File: config.mk
export PLATFORM = sky130hd
export DESIGN_NAME = fp_flag_monitor_flat
export DESIGN_NICKNAME = d
export VERILOG_FILES = /design/src/rtl/fp_flag_monitor_pkg.sv /design/src/rtl/fp_flag_monitor_if.sv /design/src/rtl/fp_flag_monitor_classify.sv /design/src/rtl/fp_flag_monitor.sv /design/src/flat_wrapper.sv
export SDC_FILE = /design/constraint.sdc
export NUM_CORES = 1
export LEC_CHECK = 0
export ABC_AREA = 1
export BUFFER_PORTS_ARGS = -buffer_cell sky130_fd_sc_hd__buf_2
export CORE_MARGIN = 4
export CORE_UTILIZATION = 52
export DETAILED_ROUTE_END_ITERATION = 10
export PLACE_DENSITY = 0.82
export SLEW_MARGIN = 20
export SYNTH_ARGS = -nofsm -noshare
export SYNTH_HDL_FRONTEND = slang
export SYNTH_SLANG_ARGS = --single-unit
File: constraint.sdc
create_clock -name clk -period 1.5 [get_ports clk]
set_input_delay 0.075 -clock clk [delete_from_list [all_inputs] [get_ports clk]]
set_output_delay 0.075 -clock clk [all_outputs]
set_load 0.02 [all_outputs]
File: src/rtl/fp_flag_monitor_pkg.sv
// fp_flag_pkg: shared flag/check indices, encodings and the FP value class record.
// Revision: 1.0
`default_nettype none

package fp_flag_pkg;

  localparam int FLG_NV = 4;
  localparam int FLG_DZ = 3;
  localparam int FLG_OF = 2;
  localparam int FLG_UF = 1;
  localparam int FLG_NX = 0;

  localparam int CHK_NANPROP = 0;
  localparam int CHK_SNAN    = 1;
  localparam int CHK_DZINF   = 2;
  localparam int CHK_NVQNAN  = 3;
  localparam int CHK_INEXACT = 4;
  localparam int CHK_UFRANGE = 5;
  localparam int CHK_OFVAL   = 6;
  localparam int CHK_EXACT   = 7;
  localparam int CHK_DZLEGAL = 8;
  localparam int CHK_BADRM   = 9;
  localparam int NCHK        = 10;

  localparam logic [4:0] RM_RNE = 5'b00001;
  localparam logic [4:0] RM_RNA = 5'b00010;
  localparam logic [4:0] RM_RTP = 5'b00100;
  localparam logic [4:0] RM_RTN = 5'b01000;
  localparam logic [4:0] RM_RTZ = 5'b10000;

  typedef enum logic [1:0] {
    OP_ADD = 2'b00,
    OP_MUL = 2'b01,
    OP_DIV = 2'b10,
    OP_FMA = 2'b11
  } op_e;

  typedef struct packed {
    logic sign;
    logic zero;
    logic sub;
    logic norm;
    logic inf;
    logic nan;
    logic qnan;
    logic snan;
    logic ebmin;
    logic maxf;
  } fp_class_t;

  function automatic logic rm_is_onehot(input logic [4:0] rm);
    return (rm != 5'd0) && ((rm & (rm - 5'd1)) == 5'd0);
  endfunction

endpackage

`default_nettype wire

File: src/rtl/fp_flag_monitor_if.sv
// fp_flag_monitor_if: transaction, report and sticky-state signals of the flag monitor.
// Revision: 1.0
`default_nettype none

interface fp_flag_monitor_if #(
  parameter int EXP_W = 8,
  parameter int FRAC_W = 23,
  parameter int CNT_W = 16
);
  import fp_flag_pkg::*;

  localparam int W = 1 + EXP_W + FRAC_W;

  logic             in_valid;
  logic             in_ready;
  logic [W-1:0]     a;
  logic [W-1:0]     b;
  logic [W-1:0]     c;
  logic [4:0]       rm;
  logic [1:0]       op;
  logic [W-1:0]     o;
  logic [4:0]       flags;

  logic             rpt_valid;
  logic             rpt_ready;
  logic [NCHK-1:0]  rpt_viol;
  logic [4:0]       rpt_flags;

  logic             acc_clr;
  logic [4:0]       acc_flags;
  logic [CNT_W-1:0] viol_cnt;
  logic             first_valid;
  logic [NCHK-1:0]  first_viol;
  logic [W-1:0]     first_o;

  modport master (
    output in_valid, a, b, c, rm, op, o, flags, rpt_ready, acc_clr,
    input  in_ready, rpt_valid, rpt_viol, rpt_flags,
    input  acc_flags, viol_cnt, first_valid, first_viol, first_o
  );

  modport slave (
    input  in_valid, a, b, c, rm, op, o, flags, rpt_ready, acc_clr,
    output in_ready, rpt_valid, rpt_viol, rpt_flags,
    output acc_flags, viol_cnt, first_valid, first_viol, first_o
  );

endinterface

`default_nettype wire

File: src/rtl/fp_flag_monitor_classify.sv
// fp_classify: combinational IEEE-754 class decode of one value.
// Revision: 1.0
`default_nettype none

module fp_classify
  import fp_flag_pkg::*;
#(
  parameter int EXP_W = 8,
  parameter int FRAC_W = 23
) (
  input  logic [EXP_W+FRAC_W:0] i_val,
  output fp_class_t             o_cls
);

  logic [EXP_W-1:0]  w_exp;
  logic [FRAC_W-1:0] w_frac;
  logic              w_exp_ones;
  logic              w_exp_zero;
  logic              w_frac_zero;

  assign w_exp       = i_val[EXP_W+FRAC_W-1:FRAC_W];
  assign w_frac      = i_val[FRAC_W-1:0];
  assign w_exp_ones  = &w_exp;
  assign w_exp_zero  = ~|w_exp;
  assign w_frac_zero = ~|w_frac;

  always_comb begin
    o_cls       = '0;
    o_cls.sign  = i_val[EXP_W+FRAC_W];
    o_cls.zero  = w_exp_zero & w_frac_zero;
    o_cls.sub   = w_exp_zero & ~w_frac_zero;
    o_cls.norm  = ~w_exp_zero & ~w_exp_ones;
    o_cls.inf   = w_exp_ones & w_frac_zero;
    o_cls.nan   = w_exp_ones & ~w_frac_zero;
    o_cls.qnan  = w_exp_ones & w_frac[FRAC_W-1];
    o_cls.snan  = w_exp_ones & ~w_frac_zero & ~w_frac[FRAC_W-1];
    o_cls.ebmin = (w_exp == EXP_W'(1)) & w_frac_zero;
    // largest finite magnitude: exponent all-ones-minus-one, fraction all ones
    o_cls.maxf  = (w_exp == {{(EXP_W-1){1'b1}}, 1'b0}) & (&w_frac);
  end

endmodule

`default_nettype wire

File: src/rtl/fp_flag_monitor.sv
// fp_flag_monitor: two-stage pipelined IEEE-754 flag/result consistency checker with sticky state.
// Revision: 1.0
`default_nettype none

module fp_flag_monitor
  import fp_flag_pkg::*;
#(
  parameter int EXP_W = 8,
  parameter int FRAC_W = 23,
  parameter int CNT_W = 16
) (
  input  logic             clk,
  input  logic             rst_n,
  fp_flag_monitor_if.slave bus
);

  localparam int W = 1 + EXP_W + FRAC_W;

  fp_class_t w_cls_a, w_cls_b, w_cls_c, w_cls_o;

  fp_classify #(.EXP_W(EXP_W), .FRAC_W(FRAC_W)) u_cls_a (.i_val(bus.a), .o_cls(w_cls_a));
  fp_classify #(.EXP_W(EXP_W), .FRAC_W(FRAC_W)) u_cls_b (.i_val(bus.b), .o_cls(w_cls_b));
  fp_classify #(.EXP_W(EXP_W), .FRAC_W(FRAC_W)) u_cls_c (.i_val(bus.c), .o_cls(w_cls_c));
  fp_classify #(.EXP_W(EXP_W), .FRAC_W(FRAC_W)) u_cls_o (.i_val(bus.o), .o_cls(w_cls_o));

  logic             r_s1_v;
  fp_class_t        r_s1_ca, r_s1_cb, r_s1_cc, r_s1_co;
  logic [4:0]       r_s1_rm;
  op_e              r_s1_op;
  logic [W-1:0]     r_s1_o;
  logic [4:0]       r_s1_flags;

  logic             r_s2_v;
  logic [NCHK-1:0]  r_s2_viol;
  logic [4:0]       r_s2_flags;
  logic [W-1:0]     r_s2_o;

  logic             w_adv1, w_adv2, w_accept, w_rpt_hs;
  logic [NCHK-1:0]  w_viol;

  assign w_adv2   = ~r_s2_v | bus.rpt_ready;
  assign w_adv1   = ~r_s1_v | w_adv2;
  assign w_accept = bus.in_valid & bus.in_ready;
  assign w_rpt_hs = r_s2_v & bus.rpt_ready;

  // ready is forced low for the whole time reset is asserted
  assign bus.in_ready = rst_n & w_adv1;

  always_ff @(posedge clk or negedge rst_n) begin
    if (!rst_n) begin
      r_s1_v     <= 1'b0;
      r_s1_ca    <= '0;
      r_s1_cb    <= '0;
      r_s1_cc    <= '0;
      r_s1_co    <= '0;
      r_s1_rm    <= '0;
      r_s1_op    <= OP_ADD;
      r_s1_o     <= '0;
      r_s1_flags <= '0;
    end else if (w_adv1) begin
      r_s1_v <= w_accept;
      if (w_accept) begin
        r_s1_ca    <= w_cls_a;
        r_s1_cb    <= w_cls_b;
        r_s1_cc    <= w_cls_c;
        r_s1_co    <= w_cls_o;
        r_s1_rm    <= bus.rm;
        r_s1_op    <= op_e'(bus.op);
        r_s1_o     <= bus.o;
        r_s1_flags <= bus.flags;
      end
    end
  end

  logic w_in_nan, w_in_snan, w_badrm, w_of_ok, w_dz_expect;

  always_comb begin
    w_viol      = '0;
    w_in_nan    = r_s1_ca.nan  | r_s1_cb.nan  | ((r_s1_op == OP_FMA) & r_s1_cc.nan);
    w_in_snan   = r_s1_ca.snan | r_s1_cb.snan | ((r_s1_op == OP_FMA) & r_s1_cc.snan);
    w_badrm     = ~rm_is_onehot(r_s1_rm);
    w_dz_expect = (r_s1_op == OP_DIV) & (r_s1_ca.sub | r_s1_ca.norm) & r_s1_cb.zero;

    if (r_s1_rm[0] | r_s1_rm[1]) begin
      w_of_ok = r_s1_co.inf;
    end else if (r_s1_rm[2]) begin
      w_of_ok = (r_s1_co.inf & ~r_s1_co.sign) | (r_s1_co.maxf & r_s1_co.sign);
    end else if (r_s1_rm[3]) begin
      w_of_ok = (r_s1_co.maxf & ~r_s1_co.sign) | (r_s1_co.inf & r_s1_co.sign);
    end else begin
      w_of_ok = r_s1_co.maxf;
    end

    w_viol[CHK_NANPROP] = w_in_nan & (~r_s1_co.nan | (|r_s1_flags[FLG_DZ:FLG_NX]));
    w_viol[CHK_SNAN]    = w_in_snan & ~r_s1_flags[FLG_NV];
    w_viol[CHK_DZINF]   = r_s1_flags[FLG_DZ] & ~r_s1_co.inf;
    w_viol[CHK_NVQNAN]  = r_s1_flags[FLG_NV] & ~r_s1_co.qnan;
    w_viol[CHK_INEXACT] = (r_s1_flags[FLG_OF] | r_s1_flags[FLG_UF]) & ~r_s1_flags[FLG_NX];
    w_viol[CHK_UFRANGE] = r_s1_flags[FLG_UF] & ~(r_s1_co.sub | r_s1_co.zero | r_s1_co.ebmin);
    w_viol[CHK_OFVAL]   = r_s1_flags[FLG_OF] & ~w_of_ok & ~w_badrm;
    w_viol[CHK_EXACT]   = r_s1_flags[FLG_NX] &
                          ((r_s1_co.inf & ~r_s1_flags[FLG_OF]) | (r_s1_co.sub & ~r_s1_flags[FLG_UF]));
    w_viol[CHK_DZLEGAL] = r_s1_flags[FLG_DZ] ^ w_dz_expect;
    w_viol[CHK_BADRM]   = w_badrm;
  end

  always_ff @(posedge clk or negedge rst_n) begin
    if (!rst_n) begin
      r_s2_v     <= 1'b0;
      r_s2_viol  <= '0;
      r_s2_flags <= '0;
      r_s2_o     <= '0;
    end else if (w_adv2) begin
      r_s2_v <= r_s1_v;
      if (r_s1_v) begin
        r_s2_viol  <= w_viol;
        r_s2_flags <= r_s1_flags;
        r_s2_o     <= r_s1_o;
      end
    end
  end

  assign bus.rpt_valid = r_s2_v;
  assign bus.rpt_viol  = r_s2_viol;
  assign bus.rpt_flags = r_s2_flags;

  logic [4:0]       r_acc_flags, w_acc_flags_n;
  logic [CNT_W-1:0] r_viol_cnt,  w_viol_cnt_n;
  logic             r_first_v,   w_first_v_n;
  logic [NCHK-1:0]  r_first_viol, w_first_viol_n;
  logic [W-1:0]     r_first_o,   w_first_o_n;

  // clear is applied first so a same-cycle report lands on a clean slate
  always_comb begin
    w_acc_flags_n  = bus.acc_clr ? '0 : r_acc_flags;
    w_viol_cnt_n   = bus.acc_clr ? '0 : r_viol_cnt;
    w_first_v_n    = bus.acc_clr ? 1'b0 : r_first_v;
    w_first_viol_n = bus.acc_clr ? '0 : r_first_viol;
    w_first_o_n    = bus.acc_clr ? '0 : r_first_o;
    if (w_rpt_hs) begin
      w_acc_flags_n = w_acc_flags_n | r_s2_flags;
      if (|r_s2_viol) begin
        if (w_viol_cnt_n != {CNT_W{1'b1}}) begin
          w_viol_cnt_n = w_viol_cnt_n + CNT_W'(1);
        end
        if (!w_first_v_n) begin
          w_first_v_n    = 1'b1;
          w_first_viol_n = r_s2_viol;
          w_first_o_n    = r_s2_o;
        end
      end
    end
  end

  always_ff @(posedge clk or negedge rst_n) begin
    if (!rst_n) begin
      r_acc_flags  <= '0;
      r_viol_cnt   <= '0;
      r_first_v    <= 1'b0;
      r_first_viol <= '0;
      r_first_o    <= '0;
    end else begin
      r_acc_flags  <= w_acc_flags_n;
      r_viol_cnt   <= w_viol_cnt_n;
      r_first_v    <= w_first_v_n;
      r_first_viol <= w_first_viol_n;
      r_first_o    <= w_first_o_n;
    end
  end

  assign bus.acc_flags   = r_acc_flags;
  assign bus.viol_cnt    = r_viol_cnt;
  assign bus.first_valid = r_first_v;
  assign bus.first_viol  = r_first_viol;
  assign bus.first_o     = r_first_o;

  // class fields that no check consumes for a given operand
  logic w_unused;
  assign w_unused = ^{r_s1_ca, r_s1_cb, r_s1_cc, r_s1_co};

endmodule

`default_nettype wire
File: src/flat_wrapper.sv
// flat-port wrapper written by rule: the top's interface ports become plain ports
module fp_flag_monitor_flat import fp_flag_pkg::*;
#(
  parameter int EXP_W = 8,
  parameter int FRAC_W = 23,
  parameter int CNT_W = 16
)
  (clk, rst_n, bus_in_valid, bus_a, bus_b, bus_c, bus_rm, bus_op, bus_o, bus_flags, bus_rpt_ready, bus_acc_clr, bus_in_ready, bus_rpt_valid, bus_rpt_viol, bus_rpt_flags, bus_acc_flags, bus_viol_cnt, bus_first_valid, bus_first_viol, bus_first_o);
  fp_flag_monitor_if #(.EXP_W(EXP_W), .FRAC_W(FRAC_W), .CNT_W(CNT_W)) bus_i ();
  input  logic clk;
  input  logic rst_n;
  input wire logic [$bits(bus_i.in_valid)-1:0] bus_in_valid;
  input wire logic [$bits(bus_i.a)-1:0] bus_a;
  input wire logic [$bits(bus_i.b)-1:0] bus_b;
  input wire logic [$bits(bus_i.c)-1:0] bus_c;
  input wire logic [$bits(bus_i.rm)-1:0] bus_rm;
  input wire logic [$bits(bus_i.op)-1:0] bus_op;
  input wire logic [$bits(bus_i.o)-1:0] bus_o;
  input wire logic [$bits(bus_i.flags)-1:0] bus_flags;
  input wire logic [$bits(bus_i.rpt_ready)-1:0] bus_rpt_ready;
  input wire logic [$bits(bus_i.acc_clr)-1:0] bus_acc_clr;
  output wire logic [$bits(bus_i.in_ready)-1:0] bus_in_ready;
  output wire logic [$bits(bus_i.rpt_valid)-1:0] bus_rpt_valid;
  output wire logic [$bits(bus_i.rpt_viol)-1:0] bus_rpt_viol;
  output wire logic [$bits(bus_i.rpt_flags)-1:0] bus_rpt_flags;
  output wire logic [$bits(bus_i.acc_flags)-1:0] bus_acc_flags;
  output wire logic [$bits(bus_i.viol_cnt)-1:0] bus_viol_cnt;
  output wire logic [$bits(bus_i.first_valid)-1:0] bus_first_valid;
  output wire logic [$bits(bus_i.first_viol)-1:0] bus_first_viol;
  output wire logic [$bits(bus_i.first_o)-1:0] bus_first_o;
  assign bus_i.in_valid = bus_in_valid;
  assign bus_i.a = bus_a;
  assign bus_i.b = bus_b;
  assign bus_i.c = bus_c;
  assign bus_i.rm = bus_rm;
  assign bus_i.op = bus_op;
  assign bus_i.o = bus_o;
  assign bus_i.flags = bus_flags;
  assign bus_i.rpt_ready = bus_rpt_ready;
  assign bus_i.acc_clr = bus_acc_clr;
  assign bus_in_ready = bus_i.in_ready;
  assign bus_rpt_valid = bus_i.rpt_valid;
  assign bus_rpt_viol = bus_i.rpt_viol;
  assign bus_rpt_flags = bus_i.rpt_flags;
  assign bus_acc_flags = bus_i.acc_flags;
  assign bus_viol_cnt = bus_i.viol_cnt;
  assign bus_first_valid = bus_i.first_valid;
  assign bus_first_viol = bus_i.first_viol;
  assign bus_first_o = bus_i.first_o;
  fp_flag_monitor #(.EXP_W(EXP_W), .FRAC_W(FRAC_W), .CNT_W(CNT_W)) u_core (.clk(clk), .rst_n(rst_n), .bus(bus_i));
endmodule
==> results.yml, run 1 <==
outcome:
  status: "finished, violations left"
  failed_checks: "setup timing"
job:
  cap_violations: 0
floorplanning:
  num_rows: 44
  initial_core_util_pct: 53.22
  die_h_um: 130.0
  die_w_um: 130.0
  ios: 226
  die-area_um2: 16890
  core-area_um2: 14530
synthesis:
  syn-cell-area_um2: 7735
  yosysSeqAreaShare_pct: 55.97
  yosys.area.top_type: "dfrtp_1"
  yosysWarnings: 0
  synthArstFlopShare_pct: 100.0
  ys_ff_latch: 173
  ys.flop_type: "dfrtp_1"
  synth_top_area_share_pct: 55.97
  synth_area_per_cell_um2: 8.237
  synth_most_common_cell: "nand2_1"
  synthTopCellsByArea: "dfrtp_1 56%, nand2_1 14%, nand3_1 7.8%"
  synth_nets: 1084
  ys_types: 31
  synth_common_cells: "289 x nand2_1, 173 x dfrtp_1, 120 x nand3_1, 88 x inv_1, 82 x o21ai_0"
  synthCells: 939
  synth_enable_flop_cells: 0
route:
  topRoutingLayerUsed: "met4"
  ant_nets: 0
  met3_length_mm: 1.707
  routed-wl-met2_mm: 11.57
  firstDrtPassIters: 7
  viasPerCell: 5.441
  drt-initial-drc-count: 704
  vias: 7900
  m1WireLength_mm: 8.839
  wl_per_cell_um: 16.12
  drc: 0
  wl_mm: 23.41
cells_and_area:
  fillers: 1008
  layout.area.seq_um2: 4330
  multi_input_area_um2: 2935
  area_delta_synth_final_pct: 37.69
  fin_cells: 1452
  stdcell_area_um2: 10650
  drive_above_1_share_pct: 27.22
  final_nets: 1396
placed_design:
  io_buffer_count: 222
  gp_congestion: 0.8877
  dp_hpwl_mm: 15.24
  placed_cell_area_um2: 9384
  placedCellCount: 1359
clocking:
  clock_latency_ps: 430
  cts-root-buf: "clkbuf_16"
  htree_num_levels: 4
  path_clk_slew_ps: 60
  clock_sinks: 173
  ctsLongestPathBuffers: 2
  cts_tree: "yes"
  numCtsBuffers: 17
power:
  max-vdd-ir-drop_mv: 0.8816
  total_power_mw: 12.68
  leakage_nw: 5.775
  powerDensity_nw_per_um2: 1190
timing:
  rsz0062_at_grt: "true"
  skew_ps: 4.821
  fin_crit_ps: 1584
  slew_violations: 0
  tightest_slew_ps: 913.3
  slew_headroom_pct: 39.11
  setup_viol: 6
  finalHoldViolations: 0
  fmax_mhz: 631.2
  whs_ps: 10.85
  finalCritPeriodShare_pct: 105.6
  fin_ws_ps: -84.31
critical_path:
  path_cells: "nor2_1, nand3_1, nor2_2, nor2_4, nand2_4, buf_12, nand3_1, nand2_1"
  path_common_cell: "nand3_1"
  cpMaxStageDelayCell: "dfrtp_1"
  cp-start-kind: "flop"
  arrival_ps: 1940
  critPathMaxFanout: 17
  cp.required_ps: 1860
  crit_type: "flop to flop"
  cp_slowest_stage_delay_ps: 380
  crit_path_end_kind: "flop"
global_route:
  overflow: 0
  antenna_found_initial: 4
  grt_pass1_vias: 7478
  grt_max_degree: 174
  track_usage_pct: 27.12
  grt_pass1_wl_mm: 35.74
worst_hold_path:
  hold_class: "input pin to flop"
-- per-stage QoR --
| step | util [%] | worst slack, ps | setup TNS, ps |
|---|---|---|---|
| floorplan | - | 24.52 | 0 |
| global placement | 64.57 | -2.901 | -2.901 |
| detailed placement | 64.57 | -9.171 | -9.171 |
| CTS | 72.20 | 4.599 | 0 |
| global route | 73.28 | -109.7 | -2606 |
| finish | 73.28 | -84.31 | -136.6 |
-- critical path, delay by kind of cell (launching register included) --
kind,cells,cell delay [ps]
flip-flops,1,380
buffers and inverters,1,170
AND/OR/NAND/NOR,7,950
-- what timing repair did --
item,in CTS,in global routing
gates resized for setup,1,32
buffers inserted,0,3
hold endpoints to repair,225,0
hold buffers,52,0
cloned,0,2
pin swaps,0,4
setup endpoints to repair,1,104
-- worst paths after layout --
path | startpoint | end | slack, ps | cells after the start
min in group asynchronous | rst_n | u_core.bus.viol_cnt[10] | 400 | 3
hold reg to reg | u_core.r_s1_o[29] | u_core.r_s2_o[29] | 470 | 2
hold / removal | bus_c[24] | u_core.r_s1_cc[4] | 10 | 5
setup / recovery | u_core.bus.rpt_viol[5] | u_core.bus.first_o[3] | -80 | 8
max in group asynchronous | rst_n | u_core.bus.rpt_valid | 410 | 3
setup reg to reg | u_core.bus.rpt_viol[5] | u_core.bus.first_o[3] | -80 | 8
-- logic make-up after synthesis --
group,Yosys count,share of synthesized area (%)
AOI/OAI and AO/OA,97,6.438
xor gates and xnor gates,3,0.3398
buffers and inverters,131,7.020
DFF,173,55.97
and+or+nand+nor,535,30.23
-- state kept, by name (all words and copies together), names as in the netlist, 2 cells and up --
register / count
u_core.bus.acc_flags: 5
u_core.bus.first_o: 32
u_core.bus.first_viol: 10
u_core.bus.rpt_flags: 5
u_core.bus.rpt_viol: 10
u_core.bus.viol_cnt: 16
u_core.r_s1_ca: 4
u_core.r_s1_cb: 3
u_core.r_s1_cc: 2
u_core.r_s1_co: 7
u_core.r_s1_flags: 5
u_core.r_s1_o: 32
u_core.r_s1_op: 2
u_core.r_s1_rm: 5
u_core.r_s2_o: 32
-- power breakdown --
group | total, mW | switching [mW] | internal (mW) | leakage [nW]
combinational | 2.62 | 1.59 | 1.02 | 3.22
clock | 4.31 | 1.90 | 2.41 | 0.283
sequential | 5.75 | 0.421 | 5.33 | 2.27
-- layer usage --
metal / global-route usage [%] / up-vias
met1: 32.58 / 3675
met3: 5.239 / 104
met2: 45.53 / 450
met5: 0 / -
met4: 16.01 / 0
li1: - / 3671
-- placed cells by master (no fill, tap or decap), drive strengths merged, types with 2 or more instances in the layout --
| master | instances |
|---|---|
| a21oi | 5 |
| nand3 | 122 |
| diode | 4 |
| dfrtp | 173 |
| o22ai | 7 |
| nand4 | 24 |
| o21ai | 84 |
| inv | 94 |
| xor2 | 3 |
| nor3 | 7 |
| nor3b | 2 |
| clkbuf | 20 |
| nor2 | 80 |
| dlygate4sd3 | 52 |
| buf | 280 |
| nand2 | 291 |
| clkinv | 5 |
| nor4 | 5 |
| clkinvlp | 3 |
| nand3b | 3 |
-- cell type report --
class,instances,share of cell area [%]
multi-input combinational,636,27.56
sequential,173,40.66
tap,184,2.162
timing repair buffer,333,20.81
clock inverter,13,1.234
antenna,4,0.09399
clock buffer,19,4.253
inverter,90,3.231
Note: power is estimated with default switching activity, not from simulation.
==> run 2, diff against run 1 <==
--- a/config.mk
+++ b/config.mk
@@ -8,9 +8,9 @@
 export ABC_AREA = 1
 export BUFFER_PORTS_ARGS = -buffer_cell sky130_fd_sc_hd__buf_2
 export CORE_MARGIN = 4
-export CORE_UTILIZATION = 52
+export CORE_UTILIZATION = 45
 export DETAILED_ROUTE_END_ITERATION = 10
-export PLACE_DENSITY = 0.82
+export PLACE_DENSITY = 0.73
 export SLEW_MARGIN = 20
 export SYNTH_ARGS = -nofsm -noshare
 export SYNTH_HDL_FRONTEND = slang
==> run 2 against run 1 <==
Effect of this change: the run ends with hold timing left; register-to-register slack improved by 120 ps; wire length rose by 3.2%; non-clock buffer count fell by 8; final area rose by 0.32%; first-iteration DRC count fell by 17%; flip-flop and latch count did not move; critical endpoint is now u_core.bus.first_o[6]; largest cell class unchanged.
==> results.yml, run 2 (same netlist as run 1, synthesis figures left out) <==
global_route:
  overflow: 0
  grt_pass1_wl_mm: 37.60
  antenna_found_initial: 1
  track_usage_pct: 24.32
  grt_pass1_vias: 7464
  grt_max_degree: 89
outcome:
  failed_checks: "hold timing"
  status: "finished, violations left"
critical_path:
  cp-start-kind: "flop"
  crit_type: "flop to flop"
  critPathMaxFanout: 24
  arrival_ps: 1770
  crit_path_end_kind: "flop"
  cp.required_ps: 1810
clocking:
  ctsLongestPathBuffers: 2
  htree_num_levels: 4
  numCtsBuffers: 17
  clock_sinks: 173
  cts_tree: "yes"
  cts-root-buf: "clkbuf_16"
  path_clk_slew_ps: 60
  clock_latency_ps: 430
floorplanning:
  die_h_um: 139.1
  ios: 226
  die_w_um: 139.1
  num_rows: 47
  die-area_um2: 19350
  initial_core_util_pct: 46.31
  core-area_um2: 16700
timing:
  finalCritPeriodShare_pct: 97.85
  rsz0062_at_grt: "true"
  fin_crit_ps: 1468
  setup_viol: 0
  tightest_slew_ps: 468.0
  skew_ps: 9.245
  slew_violations: 0
  slew_headroom_pct: 68.80
  finalHoldViolations: 1
  fmax_mhz: 681.3
  fin_ws_ps: 32.18
  whs_ps: -10.17
cells_and_area:
  final_common_cell: "nand2_1"
  multi_input_area_um2: 2945
  fillers: 1390
  layout_common_cells: "287 x nand2_1, 221 x buf_2, 172 x dfrtp_1"
  area_delta_synth_final_pct: 38.13
  drive_above_1_share_pct: 26.59
  layout.area.seq_um2: 4330
  final_nets: 1388
  fin_cells: 1477
placed_design:
  preCtsSetupSlack_ps: -32.84
  dp_hpwl_mm: 16.60
  gp_congestion: 0.9284
  io_buffer_count: 222
  placedCellCount: 1384
route:
  viasPerCell: 5.173
  vias: 7641
  wl_mm: 24.16
  firstDrtPassIters: 5
  drc: 0
  drt-initial-drc-count: 582
  wl_per_cell_um: 16.36
  ant_nets: 0
job:
  cap_violations: 0
worst_hold_path:
  hold_class: "input pin to flop"
power:
  seq_power_share_pct: 44.8
  power_frac_comb_pct: 20.6
  max-vdd-ir-drop_mv: 0.9323
  swShare_pct: 30.10
  clock_power_share_pct: 34.6
  internal-power_mw: 8.989
  powerDensity_nw_per_um2: 1204
  p_sw_mw: 3.871
  leakage_nw: 5.751
-- run 2: power by group through the flow --
stage	combinational, mW	sequential, mW	clock (mW)
floorplan	0.950	6.06	0
detailed placement	2.39	5.81	0
global placement	2.35	5.80	0
global route	2.91	5.82	4.73
CTS	2.53	5.74	4.51
finish	2.65	5.76	4.46
-- run 2: path summary, 6_finish.rpt --
kind,from,endpoint,slack [ps],cells after the start
worst max-delay path,u_core.bus.rpt_viol[5],u_core.bus.first_o[6],30,8
worst min-delay path,bus_a[23],u_core.r_s1_ca[7],-10,4
worst max register to register,u_core.bus.rpt_viol[5],u_core.bus.first_o[6],30,8
worst min register to register,u_core.r_s1_o[4],u_core.r_s2_o[4],470,2
max in group asynchronous,rst_n,u_core.r_s2_o[6],850,3
min in group asynchronous,rst_n,u_core.bus.first_viol[7],260,3
-- run 2: layout make-up --
type                            instances  area share, %
Inverter                               90          3.185
Tap cell                              220          2.576
Sequential cell                       173          40.53
Clock buffer                           18          4.017
Clock inverter                         14          1.593
Antenna cell                            1        0.02342
Multi-Input combinational cell        636          27.57
Timing Repair Buffer                  325          20.51
-- run 2: routing by layer --
metal	share of wire [%]	up-vias	track usage [%]
li1	-	3651	-
met2	49	372	40.65
met5	0	-	0
met3	7.5	80	5.379
met1	39	3538	29.97
met4	4.5	0	11.84
-- run 2: what timing repair did --
item / 4_1_cts / 5_1_grt
endpoints found under the setup margin: 41 / 76
pin swaps: 0 / 6
hold buffers: 54 / 0
endpoints found under the hold margin: 226 / 0
buffers inserted: 0 / 4
gates cloned: 0 / 3
gates resized for setup: 2 / 20
-- run 2: through the flow --
| stage | utilization, % | cell area (um2) | setup TNS, ps | hold slack [ps] | total power [mW] |
|---|---|---|---|---|---|
| final | 63.97 | 10680 | 0 | -10.17 | 12.86 |
| after detailed placement | 56.19 | 9384 | -286.0 | 168.0 | 8.204 |
| after global routing | 63.97 | 10680 | -1343 | 27.23 | 13.46 |
| after floorplan | - | 7739 | 0 | -220.6 | 7.014 |
| after CTS | 63.04 | 10530 | 0 | 13.36 | 12.78 |
| after global placement | 56.19 | 9384 | -40.69 | 175.0 | 8.147 |
-- run 2: critical path: stages (launching register included) --
cell	delay, ps
dfrtp_1	390
nor2_2	150
nand3_2	120
nor2_4	160
nor2_4	70
buf_12	160
buf_12	160
nand3_1	70
nand2_1	70
